**src/rtl/bmd_axist_pm_ctrl.sv**
```systemverilog
// bmd_axist_pm_ctrl
// Multi-function power-management turn-off controller for the BMD AXI-ST
// endpoint. Counts outstanding completions per PCIe function, blocks new
// requests on the function whose power state is changing, and acknowledges
// cfg_power_state_change_interrupt once that function has drained.
// Optional feature macro: BMD_PM_TIMEOUT_EN (bounded drain with a sticky
// pm_timeout_err); when undefined, DRAIN waits indefinitely.
module bmd_axist_pm_ctrl #(
    parameter int NUM_FUNC    = 4,
    parameter int FUNC_W      = (NUM_FUNC > 1) ? $clog2(NUM_FUNC) : 1,
    parameter int CNT_W       = 6,
    parameter int TIMEOUT_CYC = 4096
) (
    input  logic                user_clk,
    input  logic                user_reset,
    input  logic                req_compl_vld,
    input  logic [FUNC_W-1:0]   req_compl_func,
    input  logic                compl_done_vld,
    input  logic [FUNC_W-1:0]   compl_done_func,
    input  logic                cfg_power_state_change_interrupt,
    input  logic [FUNC_W-1:0]   cfg_power_state_change_func,
    output logic                cfg_power_state_change_ack,
    output logic [NUM_FUNC-1:0] req_blocked,
    output logic                pm_busy,
    output logic                cnt_err,
    output logic                pm_timeout_err
);

    typedef enum logic [1:0] {
        IDLE          = 2'd0,
        DRAIN         = 2'd1,
        ACK           = 2'd2,
        WAIT_DEASSERT = 2'd3
    } state_t;

    state_t              state;
    logic [FUNC_W-1:0]   pm_func;
    logic                intr_q;
    logic [CNT_W-1:0]    cnt [NUM_FUNC];
    logic [CNT_W-1:0]    cnt_sel;
    logic [NUM_FUNC-1:0] inc_vec;
    logic [NUM_FUNC-1:0] dec_vec;

`ifdef BMD_PM_TIMEOUT_EN
    localparam int TMO_W = $clog2(TIMEOUT_CYC);
    logic [TMO_W-1:0] tmo_cnt;
`endif

    // One-hot mask for a function index; out-of-range indices give an empty mask.
    function automatic logic [NUM_FUNC-1:0] func_mask(input logic [FUNC_W-1:0] f);
        logic [NUM_FUNC-1:0] m;
        m = '0;
        for (int i = 0; i < NUM_FUNC; i++) begin
            if (f == FUNC_W'(i)) m[i] = 1'b1;
        end
        return m;
    endfunction

    // Decode the request/completion pulses into per-function increment/decrement strobes.
    always_comb begin
        inc_vec = '0;
        dec_vec = '0;
        if (req_compl_vld)  inc_vec = func_mask(req_compl_func);
        if (compl_done_vld) dec_vec = func_mask(compl_done_func);
    end

    // Select the registered count of the function currently being drained.
    always_comb begin
        cnt_sel = '0;
        for (int i = 0; i < NUM_FUNC; i++) begin
            if (pm_func == FUNC_W'(i)) cnt_sel = cnt[i];
        end
    end

    // Per-function outstanding-completion counters; saturate at both ends and flag it.
    always_ff @(posedge user_clk) begin
        if (user_reset) begin
            for (int i = 0; i < NUM_FUNC; i++) cnt[i] <= '0;
            cnt_err <= 1'b0;
        end else begin
            for (int i = 0; i < NUM_FUNC; i++) begin
                if (inc_vec[i] && !dec_vec[i]) begin
                    if (&cnt[i]) cnt_err <= 1'b1;
                    else         cnt[i]  <= cnt[i] + CNT_W'(1);
                end else if (dec_vec[i] && !inc_vec[i]) begin
                    if (cnt[i] == '0) cnt_err <= 1'b1;
                    else              cnt[i]  <= cnt[i] - CNT_W'(1);
                end
            end
        end
    end

    // Power-state handshake FSM: latch function on interrupt edge, drain, ack, wait for release.
    always_ff @(posedge user_clk) begin
        if (user_reset) begin
            state                      <= IDLE;
            pm_func                    <= '0;
            intr_q                     <= 1'b0;
            req_blocked                <= '0;
            pm_busy                    <= 1'b0;
            cfg_power_state_change_ack <= 1'b0;
`ifdef BMD_PM_TIMEOUT_EN
            tmo_cnt                    <= '0;
            pm_timeout_err             <= 1'b0;
`endif
        end else begin
            intr_q                     <= cfg_power_state_change_interrupt;
            cfg_power_state_change_ack <= 1'b0;
            case (state)
                IDLE: begin
                    if (cfg_power_state_change_interrupt && !intr_q) begin
                        state       <= DRAIN;
                        pm_func     <= cfg_power_state_change_func;
                        req_blocked <= func_mask(cfg_power_state_change_func);
                        pm_busy     <= 1'b1;
`ifdef BMD_PM_TIMEOUT_EN
                        tmo_cnt     <= '0;
`endif
                    end
                end
                DRAIN: begin
                    if (cnt_sel == '0) begin
                        state                      <= ACK;
                        cfg_power_state_change_ack <= 1'b1;
                    end
`ifdef BMD_PM_TIMEOUT_EN
                    else if (tmo_cnt == TMO_W'(TIMEOUT_CYC - 1)) begin
                        // Give up waiting: ack exactly as if drained, counters untouched.
                        state                      <= ACK;
                        cfg_power_state_change_ack <= 1'b1;
                        pm_timeout_err             <= 1'b1;
                    end else begin
                        tmo_cnt <= tmo_cnt + TMO_W'(1);
                    end
`endif
                end
                ACK: begin
                    state <= WAIT_DEASSERT;
                end
                WAIT_DEASSERT: begin
                    if (!cfg_power_state_change_interrupt) begin
                        state       <= IDLE;
                        req_blocked <= '0;
                        pm_busy     <= 1'b0;
                    end
                end
                default: begin
                    state <= IDLE;
                end
            endcase
        end
    end

`ifndef BMD_PM_TIMEOUT_EN
    assign pm_timeout_err = 1'b0;
`endif

endmodule
```
**config.mk**
```make
export PLATFORM = sky130hd
export DESIGN_NAME = bmd_axist_pm_ctrl
export DESIGN_NICKNAME = d
export VERILOG_FILES = /design/src/rtl/bmd_axist_pm_ctrl.sv
export SDC_FILE = /design/constraint.sdc
export NUM_CORES = 1
export LEC_CHECK = 0
export CORE_ASPECT_RATIO = 2
export CORE_MARGIN = 5
export CORE_UTILIZATION = 55
export CTS_CLUSTER_SIZE = 8
export DETAILED_ROUTE_END_ITERATION = 12
export HOLD_SLACK_MARGIN = 0.05
export PLACE_DENSITY = 0.78
export SETUP_SLACK_MARGIN = 0.4
export SLEW_MARGIN = 10
export SYNTH_ARGS = -nofsm -noshare
export SYNTH_HDL_FRONTEND = slang
export SYNTH_SLANG_ARGS = --single-unit
```
**constraint.sdc**
```tcl
create_clock -name user_clk -period 3.6 [get_ports user_clk]
set_input_delay 0.36 -clock user_clk [delete_from_list [all_inputs] [get_ports user_clk]]
set_output_delay 0.36 -clock user_clk [all_outputs]
set_load 0.005 [all_outputs]
```
==> out/qor_table.md, run 1 <==
| Group | Metric | Reported |
|:---|:---|:---|
| synth | Top flip-flop cell by instance count after synthesis | sky130_fd_sc_hd__edfxtp_1 |
| floorplanning | Core outline area | 4640 um^2 |
| global route | Initial antenna violation count | 0 |
| worst hold path | Hold WC Path Type | register to register |
| placement | Global placer's final weighted congestion | 0.859 |
| synth | Post-synthesis area per instance | 9.79 um^2 |
| sta | Worst hold slack | 0.492 ns |
| cells and area | Footprint of the multi-input gates | 1590 um^2 |
| clock network | Clock slew seen by the registers of the worst setup and hold paths | 0.07 ns |
| synth | Post-synth EDFFs | 24 |
| sta | Skew final | 0.00823 ns |
| clock network | TritonCTS clock tree | built |
| floorplanning | Effective utilization at floorplan | 57.1% |
| cells and area | Post-route cell area | 2970 um^2 |
| sta | FMAX | 334 MHz |
| synth | Ys async rst share | 0% |
| worst setup path | Standard cell with the maximum stage delay on the critical path | sky130_fd_sc_hd__clkdlybuf4s50_1 |
| clock network | CTS Hold Buffers Added | 0 |
| detailed routing | Number of search-and-repair iterations in the first detailed-routing pass | 4 |
| global route | Maximum number of pins on one net before global-route repair | 16 |
| power and ir drop | Relative contribution of combinational cells to total power | 27.3% |
| sta | Max-Slew Margin vs Limit | 60.0% |
| detailed routing | Remaining routing DRC violations | 0 |
| synth | Warnings, synthesis | 0 |
| synth | Most repeated cell in the gate-level netlist after synthesis | sky130_fd_sc_hd__nor2_1 |
| global route | Global-route wire length before repair | 9.09 mm |
| power and ir drop | Part of the power in registers | 46.2% |
| cells and area | Layout fillers | 422 |
| sta | Post-route fraction of the period consumed by the critical path | 83.1% |
| power and ir drop | Total power consumption of the routed design | 1.16 mW |
| floorplanning | # rows | 35 |
| power and ir drop | Worst supply voltage drop on vdd | 347 uV |
| sta | Pins Over Slew Limit | 0 |
| flow run | Max-capacitance violation count | 0 |
| worst setup path | Critical Path Source Type | input port |
| power and ir drop | Reported leakage power | 1.16 nW |
| worst setup path | Critical path type | input port to register |
| clock network | Insertion delay of the later-clocked pin in the worst-skew pair | 0.29 ns |
| power and ir drop | Sw Pwr | 0.363 mW |
| synth | Cell types with the highest counts after synthesis | 36 x sky130_fd_sc_hd__nor2_1, 24 x sky130_fd_sc_hd__edfxtp_1, 19 x sky130_fd_sc_hd__ha_1 |
| sta | Slew at the pin with the worst max-slew slack | 0.596 ns |
| cells and area | Antenna diode count | 0 |
| synth | Synth area leaders | sky130_fd_sc_hd__edfxtp_1 27%, sky130_fd_sc_hd__dfxtp_1 9.1%, sky130_fd_sc_hd__ha_1 9.0% |
| clock network | Buffers inserted by post-CTS timing repair | 0 |
| synth | Number of nets produced by synthesis | 304 |
| worst setup path | Sort of element at the end of the critical path | register |
| clock network | Number of buffers inserted during clock tree synthesis | 5 |
| floorplanning | Die Width | 59.1 um |
| synth | Cells after Synth | 271 |
| worst setup path | Arrival time at the worst endpoint | 3.03 ns |
| floorplanning | IO Pins | 19 |
| placement | HPWL reported at the end of detailed placement | 4.13 mm |
| synth | Post-synthesis sequential area ratio | 36.2% |
| placement | Total cell area at the placement stage | 2870 um^2 |
| synth | Proportion of netlist area held by the largest area contributor | 27.2% |
| synth | Total standard cell area after synthesis | 2650 um^2 |
| worst setup path | Maximum single-stage delay on the critical path | 0.53 ns |
| cells and area | P&R area growth vs syn | 11.8% |
| sta | Setup violators final | 0 |
| worst setup path | Series of cell instances along the critical path | clkdlybuf4s50_1 -> and3b_1 -> or3_1 -> or3_4 -> inv_2 -> ha_1 -> a211oi_1 -> o21bai_1 -> a21oi_1 -> xnor2_1 -> nor2_1 |
| floorplanning | Height of the die | 108 um |
| global route | Global Route Usage Sum | 18.2% |
| status | Outcome | completed |
| clock network | Number of cells upsized or downsized after cts | 0 |
| detailed routing | Routed len/inst | 15.1 um |
| detailed routing | Vias post-DR | 2087 |
| detailed routing | Post-route antenna net violation count | 0 |
| sta | Min cycle time layout | 2.99 ns |
| worst setup path | Largest fanout on the critical path | 5 |
| sta | Hold violation total from the final report | 0 |
| synth | Biggest area consumer among synthesized cells | sky130_fd_sc_hd__edfxtp_1 |
| power and ir drop | Proportion of total power due to net switching | 31.2% |
| detailed routing | Ratio of routed vias to standard cells | 5.98 |
| power and ir drop | Ratio of total power to cell area | 392 nW/um^2 |
| clock network | Clock sinks | 36 |
| power and ir drop | Clock power frac | 26.5% |
| worst setup path | Crit-path leading delay family | simple AND/OR/NAND/NOR gates |
| clock network | Clock root buffer | sky130_fd_sc_hd__clkbuf_8 |
| detailed routing | Routed Wire Length | 5.28 mm |
| synth | Count of unique library cells instantiated by Yosys | 60 |
| detailed routing | Initial detailed-routing violation count | 82 |
| floorplanning | Die Outline Area | 6400 um^2 |
| power and ir drop | Pint | 0.801 mW |
| cells and area | Final net count | 326 |
| clock network | Number of buffers on the longest clock path | 2 |
| global route | Congestion Overflow GR | 0 |
| sta | Final sum of negative setup slack | 0 ns |
| sta | RSZ-0062 raised after global routing | no |
| cells and area | Layout cell share with drive strength beyond 1 | 11.6% |
| worst setup path | Worst EP required | 3.64 ns |
| synth | Number of synthesized register bits | 36 |
| clock network | CTS H-tree lvls | 2 |
| global route | Via count of the first global-routing pass | 2062 |
| worst setup path | Critical path buffers and inverters | 2 |
| cells and area | Sequential cell area | 961 um^2 |
| placement | Number of buffers added on ports | 17 |
[per-stage QoR]
step                      util (%)  cells  worst slack [ns]
after detailed placement      61.9    341             0.357
after floorplan                  -    271             0.816
final                         63.9    349             0.607
after global routing          63.9    349             0.444
after global placement        61.9    341             0.406
after CTS                     63.9    349             0.644
[kinds of logic after synthesis]
group                      Yosys count  synth area share, %
and+or+nand+nor                    114                 23.1
AOI/OAI and AO/OA                   62                 18.7
DFF                                 36                 36.2
adders and majority gates           22                 11.2
buffers and inverters               18                 3.68
xor gates and xnor gates            11                 4.20
muxes                                7                 2.74
other                                1                0.141
[tightest hold or removal path: stages (launching register included)]
cell and delay [ns]:
sky130_fd_sc_hd__dfxtp_1 0.33, sky130_fd_sc_hd__a32oi_1 0.06, sky130_fd_sc_hd__nor2_1 0.07
[power groups by stage]
| stage | sequential [mW] | combinational [mW] | clock (mW) |
|---|---|---|---|
| floorplan | 0.530 | 0.247 | 0 |
| global placement | 0.545 | 0.310 | 0 |
| detailed placement | 0.546 | 0.318 | 0 |
| CTS | 0.537 | 0.320 | 0.316 |
| global route | 0.545 | 0.356 | 0.333 |
| finish | 0.537 | 0.318 | 0.309 |
[sequential cells by signal (all words and copies together), names as in the netlist]
register,count
pm_func,2
state,2
req_blocked,4
cfg_power_state_change_ack,1
intr_q,1
cnt,24
cnt_err,1
pm_busy,1
[path summary, 6_finish.rpt]
check               startpoint             end  slack, ns  cells past startpoint
min             req_blocked[3]  req_blocked[3]       0.49                      2
min reg2reg     req_blocked[3]  req_blocked[3]       0.49                      2
max          req_compl_func[0]       cnt[2][5]       0.61                     11
max reg2reg          cnt[1][0]       cnt[1][5]       0.75                      9
[area by class of cell]
cell class	count	share of cell area, %
Clock inverter	1	0.253
Tap cell	55	2.32
Inverter	11	1.39
Sequential cell	36	32.4
Timing Repair Buffer	22	7.00
Multi-Input combinational cell	217	53.7
Clock buffer	7	2.91
[metal layers]
layer | part of all wire (%) | GRT usage (%) | wire, um
met5 | 0 | 0 | 0
met4 | 2.5 | 8.10 | 130
met2 | 54 | 32.8 | 2840
met1 | 41 | 20.4 | 2150
met3 | 3.0 | 2.75 | 161
[cells in the final DEF (no fill, tap or decap), drive strengths merged, types with 5 or more instances in the layout]
| cell | count |
|---|---|
| nor2 | 36 |
| edfxtp | 24 |
| ha | 19 |
| clkdlybuf4s50 | 17 |
| nand2 | 12 |
| dfxtp | 12 |
| a21oi | 11 |
| inv | 11 |
| nor3 | 11 |
| nand3 | 10 |
| o21ai | 8 |
| nand2b | 8 |
| a21o | 7 |
| clkbuf | 7 |
| a211oi | 6 |
| xnor2 | 6 |
| a22oi | 5 |
| mux2i | 5 |
| buf | 5 |
(Power assumes the default switching activity.)
==> run 2, diff against run 1 <==
- clock period: 3.6 -> 2.96 ns (I/O delays scaled with it)
==> run 2 against run 1 <==
Effect of this change: critical path depth decreased by 1; global-route usage rose by 2.3 points; clock skew is essentially flat; register-to-register slack lost 0.30 ns; setup slack worse by 0.15 ns; routed wire length up 17%; sequential power increased by 22%; count of clock-buffer cells in the layout unchanged; non-clock buffer count rose by 26; via count increased by 8.5%; combinational power up 43%; worst hold slack better by 0.0014 ns; critical endpoint is now cnt[1][5]; largest cell class unchanged.
==> out/qor_table.md, run 2 (same netlist as run 1, synthesis figures left out) <==
| Group | Metric | Reported |
|:---|:---|:---|
| status | Outcome | completed |
| placement | Total cell area at the placement stage | 3020 um^2 |
| floorplanning | Die Width | 59.1 um |
| detailed routing | Initial detailed-routing violation count | 78 |
| worst hold path | HP Start | req_blocked[0] |
| power and ir drop | Ratio of total power to cell area | 450 nW/um^2 |
| detailed routing | Number of search-and-repair iterations in the first detailed-routing pass | 4 |
| cells and area | Largest registers | cnt x24, req_blocked x4 |
| detailed routing | Routed len/inst | 16.4 um |
| cells and area | Post-route cell area | 3340 um^2 |
| cells and area | Antenna diode count | 0 |
| clock network | Clock sinks | 36 |
| sta | Skew final | 0.00851 ns |
| clock network | CTS H-tree lvls | 2 |
| sta | Setup violators final | 0 |
| detailed routing | Remaining routing DRC violations | 0 |
| floorplanning | Die Outline Area | 6400 um^2 |
| placement | Placed Cells | 357 |
| power and ir drop | Total power consumption of the routed design | 1.51 mW |
| power and ir drop | Reported leakage power | 1.34 nW |
| sta | Worst hold slack | 0.493 ns |
| cells and area | Register containing the most flip-flops in the final layout | cnt |
| placement | Global placer's final weighted congestion | 0.875 |
| floorplanning | Core outline area | 4640 um^2 |
| global route | Maximum number of pins on one net before global-route repair | 21 |
| sta | RSZ-0062 raised after global routing | yes |
| worst setup path | Largest fanout on the critical path | 4 |
| clock network | Number of buffers inserted during clock tree synthesis | 5 |
| detailed routing | Vias post-DR | 2264 |
| worst setup path | Arrival time at the worst endpoint | 2.55 ns |
| placement | HPWL reported at the end of detailed placement | 4.57 mm |
| detailed routing | Post-route antenna net violation count | 0 |
| cells and area | Layout cell share with drive strength beyond 1 | 25.6% |
| detailed routing | Ratio of routed vias to standard cells | 6.04 |
| floorplanning | # rows | 35 |
| worst setup path | Critical path type | register to register |
| worst hold path | Hold WC Path Type | register to register |
| sta | Slew at the pin with the worst max-slew slack | 0.584 ns |
| clock network | Insertion delay of the later-clocked pin in the worst-skew pair | 0.29 ns |
| global route | Congestion Overflow GR | 0 |
| global route | Initial antenna violation count | 0 |
| worst setup path | Reg-to-Reg Start | cnt[1][2] |
| sta | Post-route fraction of the period consumed by the critical path | 84.7% |
| sta | Hold violation total from the final report | 0 |
| cells and area | Commonest non-fill, non-tap cell in the layout | sky130_fd_sc_hd__nor2_1 |
| global route | Global Route Usage Sum | 20.5% |
| sta | Max-Slew Margin vs Limit | 61.1% |
| cells and area | Most used cells in the layout excluding fill and tap cells | 36 x sky130_fd_sc_hd__nor2_1, 31 x sky130_fd_sc_hd__buf_4, 24 x sky130_fd_sc_hd__edfxtp_1, 13 x sky130_fd_sc_hd__ha_1 |
| floorplanning | Height of the die | 108 um |
| sta | Setup slack of the critical path after layout | 0.454 ns |
| clock network | Number of buffers on the longest clock path | 2 |
| worst setup path | Reg2reg end | cnt[1][5] |
| worst hold path | WHS Endpoint | req_blocked[0] |
| flow run | Max-capacitance violation count | 0 |
| worst setup path | Worst EP required | 3.00 ns |
| global route | Global-route wire length before repair | 10.2 mm |
| cells and area | Number of standard cells in the layout, taps in and fillers out | 375 |
| floorplanning | Effective utilization at floorplan | 57.1% |
| detailed routing | Routed Wire Length | 6.17 mm |
| sta | Min cycle time layout | 2.51 ns |
| worst hold path | Number of cells on the worst hold path | 2 |
| cells and area | Max FFs per register | 24 |
| placement | Number of buffers added on ports | 17 |
| clock network | Clock root buffer | sky130_fd_sc_hd__clkbuf_8 |
| floorplanning | IO Pins | 19 |
| worst setup path | Register-to-register setup slack | 0.45 ns |
| sta | FMAX | 399 MHz |
| power and ir drop | Worst supply voltage drop on vdd | 427 uV |
| placement | Setup Slack @ Placement | -0.0772 ns |
| worst setup path | Sort of element at the end of the critical path | register |
| clock network | Clock slew seen by the registers of the worst setup and hold paths | 0.07 ns |
| clock network | CTS Hold Buffers Added | 0 |
| global route | Via count of the first global-routing pass | 2355 |
| sta | Pins Over Slew Limit | 0 |
| cells and area | P&R area growth vs syn | 26.1% |
| cells and area | Final net count | 352 |
| clock network | TritonCTS clock tree | built |
| worst setup path | Critical Path Source Type | register |
| worst setup path | Cell depth of the worst flop-to-flop path | 10 |
==> run 2: changes by cell type in the layout (fill, tap and decap cells not counted), moves of 3 or more <==
cell	delta
sky130_fd_sc_hd__clkdlybuf4s50_1	-6
sky130_fd_sc_hd__dlymetal6s2s_1	+4
sky130_fd_sc_hd__ha_1	-6
sky130_fd_sc_hd__a211oi_1	-3
sky130_fd_sc_hd__buf_4	+26
sky130_fd_sc_hd__ha_4	+5
==> run 2: area by class of cell <==
cell class / instances / area [um^2]
Inverter: 11 / 43.8
Sequential cell: 36 / 961
Timing Repair Buffer: 48 / 410
Multi-Input combinational cell: 217 / 1760
Fill cell: 340 / 1300
Clock inverter: 1 / 5.00
Clock buffer: 7 / 97.6
Tap cell: 55 / 68.8
==> run 2: where the power goes <==
group | internal (mW) | switching (mW) | total (mW)
clock network | 0.216 | 0.178 | 0.394
logic | 0.228 | 0.228 | 0.456
registers | 0.596 | 0.0608 | 0.657
==> run 2: per-layer routing <==
metal / vias to the layer above / share of wire (%) / global-route usage, %
met3: 15 / 2.4 / 4.54
met5: - / 0 / 0
met1: 1108 / 36 / 19.1
met2: 39 / 59 / 38.4
met4: 0 / 2.4 / 12.2
li1: 1102 / - / -
==> run 2: worst max path at each step <==
stage | startpoint | endpoint | slack, ns | depth (start not counted)
2_1_floorplan | compl_done_func[0] | cnt[0][5] | 0.41 | 9
3_3_place_gp | req_compl_func[0] | cnt[2][5] | -0.01 | 11
3_5_place_dp | req_compl_func[0] | cnt[2][5] | -0.08 | 11
4_1_cts | req_compl_func[0] | cnt[2][5] | 0.38 | 11
5_1_grt | cnt[1][2] | cnt[1][5] | 0.33 | 9
6_report | cnt[1][2] | cnt[1][5] | 0.45 | 10
==> run 2: critical path, stage by stage (launching register included) <==
cell	delay (ns)
sky130_fd_sc_hd__edfxtp_1	0.40
sky130_fd_sc_hd__or4_4	0.57
sky130_fd_sc_hd__nor3_4	0.24
sky130_fd_sc_hd__nor3_4	0.09
sky130_fd_sc_hd__buf_4	0.18
sky130_fd_sc_hd__ha_4	0.27
sky130_fd_sc_hd__o21ai_2	0.06
sky130_fd_sc_hd__o21bai_1	0.13
sky130_fd_sc_hd__a21oi_1	0.08
sky130_fd_sc_hd__xor3_1	0.19
sky130_fd_sc_hd__nor2_1	0.04
==> run 2: through the flow <==
stage / util (%) / TNS [ns]
floorplan: - / 0
global placement: 65.0 / -0.0124
detailed placement: 65.0 / -0.0894
CTS: 68.8 / 0
global route: 72.0 / 0
finish: 72.0 / 0
==> run 2: repair_timing <==
action / 4_1_cts / 5_1_grt
gates cloned: 0 / 0
resized for setup: 13 / 19
endpoints found under the setup margin: 5 / 6
buffers inserted: 3 / 7
pin swaps: 10 / 16
==> run 3, diff against run 2 <==
- CORE_UTILIZATION: 55 -> 53
- PLACE_DENSITY: 0.78 -> 0.79
- clock period: 2.96 -> 2.15 ns (I/O delays scaled with it)
==> run 3 against run 2 <==
Effect of this change: the run now ends with setup timing left; non-clock buffer count rose by 68; highest routed layer unchanged; count of clock-buffer cells in the layout unchanged; setup slack got worse by 0.84 ns; register-to-register slack got worse by 0.84 ns; die area is 3.3% higher; sequential power up 37%; utilization up 14 points; flip-flop and latch count is the same; sequential share of layout area is 5.9 points lower; total power grew 60%.
==> out/qor_table.md, run 3 (same netlist as run 1, synthesis figures left out) <==
| Group | Metric | Reported |
|:---|:---|:---|
| floorplanning | Core outline area | 4860 um^2 |
| cells and area | Layout cell share with drive strength beyond 1 | 51.3% |
| floorplanning | Height of the die | 110 um |
| worst setup path | Maximum single-stage delay on the critical path | 0.56 ns |
| global route | Global-route wire length before repair | 12.9 mm |
| power and ir drop | Total power consumption of the routed design | 2.41 mW |
| detailed routing | Ratio of routed vias to standard cells | 6.16 |
| cells and area | Layout fillers | 222 |
| worst setup path | Register-to-register setup slack | -0.38 ns |
| sta | Skew final | 0.0152 ns |
| sta | Slew at the pin with the worst max-slew slack | 0.579 ns |
| global route | Congestion Overflow GR | 0 |
| sta | FMAX | 395 MHz |
| detailed routing | Vias post-DR | 2742 |
| floorplanning | # rows | 36 |
| detailed routing | Routed Wire Length | 9.12 mm |
| cells and area | Final net count | 420 |
| clock network | TritonCTS clock tree | built |
| worst setup path | Cell depth of the worst flop-to-flop path | 9 |
| worst setup path | Reg2reg end | cnt[1][4] |
| placement | Total cell area at the placement stage | 3470 um^2 |
| sta | Worst hold slack | 0.503 ns |
| power and ir drop | Ratio of total power to cell area | 572 nW/um^2 |
| floorplanning | Die Width | 60.0 um |
| clock network | Clock sinks | 36 |
| clock network | Number of buffers inserted during clock tree synthesis | 5 |
| placement | HPWL reported at the end of detailed placement | 5.08 mm |
| global route | Global Route Usage Sum | 25.7% |
| cells and area | Max FFs per register | 24 |
| flow run | Max-capacitance violation count | 0 |
| worst setup path | Start point of the critical path | cnt[1][3] |
| worst setup path | Critical Path Source Type | register |
| placement | Setup Slack @ Placement | -0.697 ns |
| sta | Max-Slew Margin vs Limit | 61.1% |
| cells and area | Number of standard cells in the layout, taps in and fillers out | 445 |
| worst setup path | Standard cell with the maximum stage delay on the critical path | sky130_fd_sc_hd__or4_4 |
| global route | Via count of the first global-routing pass | 2840 |
| worst setup path | Sort of element at the end of the critical path | register |
| cells and area | P&R area growth vs syn | 58.6% |
| worst hold path | HP Start | pm_busy |
| sta | Final sum of negative setup slack | -2.24 ns |
| floorplanning | IO Pins | 19 |
| worst hold path | Hold WC Path Type | register to register |
| cells and area | Antenna diode count | 0 |
| detailed routing | Routed len/inst | 20.5 um |
| sta | Post-route fraction of the period consumed by the critical path | 118% |
| placement | Placed Cells | 405 |
| worst setup path | Critical path type | register to register |
| sta | RSZ-0062 raised after global routing | yes |
| cells and area | Largest registers | cnt x24, req_blocked x4 |
| power and ir drop | Worst supply voltage drop on vdd | 544 uV |
| clock network | Insertion delay of the later-clocked pin in the worst-skew pair | 0.31 ns |
| worst setup path | Arrival time at the worst endpoint | 2.59 ns |
| worst setup path | Series of cell instances along the critical path | or4_4 -> nor3_4 -> nor3_4 -> buf_4 -> fa_2 -> a21o_1 -> a21oi_2 -> xor2_1 -> nor2_1 |
| detailed routing | Remaining routing DRC violations | 0 |
| worst setup path | Cell type with the highest occurrence count on the critical path | sky130_fd_sc_hd__nor3_4 |
| worst setup path | Reg-to-Reg Start | cnt[1][3] |
| clock network | Number of buffers on the longest clock path | 2 |
| worst setup path | Largest fanout on the critical path | 4 |
| sta | Pins Over Slew Limit | 0 |
| cells and area | Post-route cell area | 4210 um^2 |
| detailed routing | Initial detailed-routing violation count | 163 |
| cells and area | Core Util, Final | 86.5% |
| clock network | CTS H-tree lvls | 2 |
| cells and area | Commonest non-fill, non-tap cell in the layout | sky130_fd_sc_hd__buf_4 |
| status | Outcome | finished, violations left |
| cells and area | Register containing the most flip-flops in the final layout | cnt |
| status | Failing checks | setup timing |
| global route | Initial antenna violation count | 0 |
| placement | Number of buffers added on ports | 17 |
| power and ir drop | Reported leakage power | 1.76 nW |
| worst setup path | Worst setup path endpoint | cnt[1][4] |
| placement | Global placer's final weighted congestion | 0.866 |
| sta | Setup slack of the critical path after layout | -0.384 ns |
| floorplanning | Die Outline Area | 6610 um^2 |
| worst setup path | Worst EP required | 2.21 ns |
| sta | Setup violators final | 12 |
| floorplanning | Effective utilization at floorplan | 54.5% |
| sta | Min cycle time layout | 2.53 ns |
| global route | Maximum number of pins on one net before global-route repair | 22 |
| clock network | Clock root buffer | sky130_fd_sc_hd__clkbuf_8 |
| sta | Hold violation total from the final report | 0 |
| clock network | Clock slew seen by the registers of the worst setup and hold paths | 0.07 ns |
| detailed routing | Post-route antenna net violation count | 0 |
| detailed routing | Number of search-and-repair iterations in the first detailed-routing pass | 4 |
| cells and area | Most used cells in the layout excluding fill and tap cells | 79 x sky130_fd_sc_hd__buf_4, 32 x sky130_fd_sc_hd__nor2_1, 24 x sky130_fd_sc_hd__edfxtp_1, 22 x sky130_fd_sc_hd__buf_6 |
[run 3: cell types whose count changed in the layout (fill, tap and decap cells not counted), sizes merged]
cell,delta
buf,+73
dlymetal6s2s,-4
dlygate4sd2,-2
clkdlybuf4s15,+1
[run 3: critical path: cells and delay by family, from the launching register on]
kind | cells | cell delay, ns
adder cells (fa/ha/maj) | 1 | 0.35
buffers and inverters | 1 | 0.14
AO/OA/AOI/OAI | 2 | 0.30
flip-flops | 1 | 0.41
XOR/XNOR | 1 | 0.18
AND/OR/NAND/NOR | 4 | 0.91
[run 3: repair_timing]
| item | CTS | global route |
|---|---|---|
| setup buffers | 21 | 10 |
| endpoints found under the setup margin | 44 | 55 |
| pin swaps | 42 | 31 |
| hold buffers | 0 | 0 |
| gates resized for setup | 69 | 47 |
| gates cloned | 1 | 0 |
[run 3: worst min path at each step]
| stage | to | slack (ns) | cells after the start |
|---|---|---|---|
| floorplan | intr_q | 0.34 | 1 |
| global placement | pm_busy | 0.48 | 2 |
| detailed placement | pm_busy | 0.49 | 2 |
| CTS | pm_busy | 0.50 | 2 |
| global route | pm_busy | 0.54 | 2 |
| finish | pm_busy | 0.50 | 2 |
[run 3: layer usage]
metal	GRT usage (%)	routed length, um	vias up
met5	0	0	-
li1	-	-	1234
met1	26.5	3230	1359
met4	14.1	440	0
met2	47.3	5100	102
met3	3.73	346	47
[run 3: power by group]
group          internal [mW]  switching [mW]  leakage [nW]
clock                  0.298           0.269        0.0534
sequential             0.819          0.0775         0.352
combinational          0.486           0.458          1.35
total                   1.60           0.804          1.76
[run 3: final cells by class]
| type | count | area (um^2) | share of cell area, % |
|---|---|---|---|
| Inverter | 11 | 48.8 | 1.16 |
| Clock buffer | 7 | 97.6 | 2.32 |
| Clock inverter | 1 | 5.00 | 0.119 |
| Tap cell | 57 | 71.3 | 1.69 |
| Sequential cell | 36 | 961 | 22.8 |
| Timing Repair Buffer | 116 | 977 | 23.2 |
| Multi-Input combinational cell | 217 | 2050 | 48.6 |
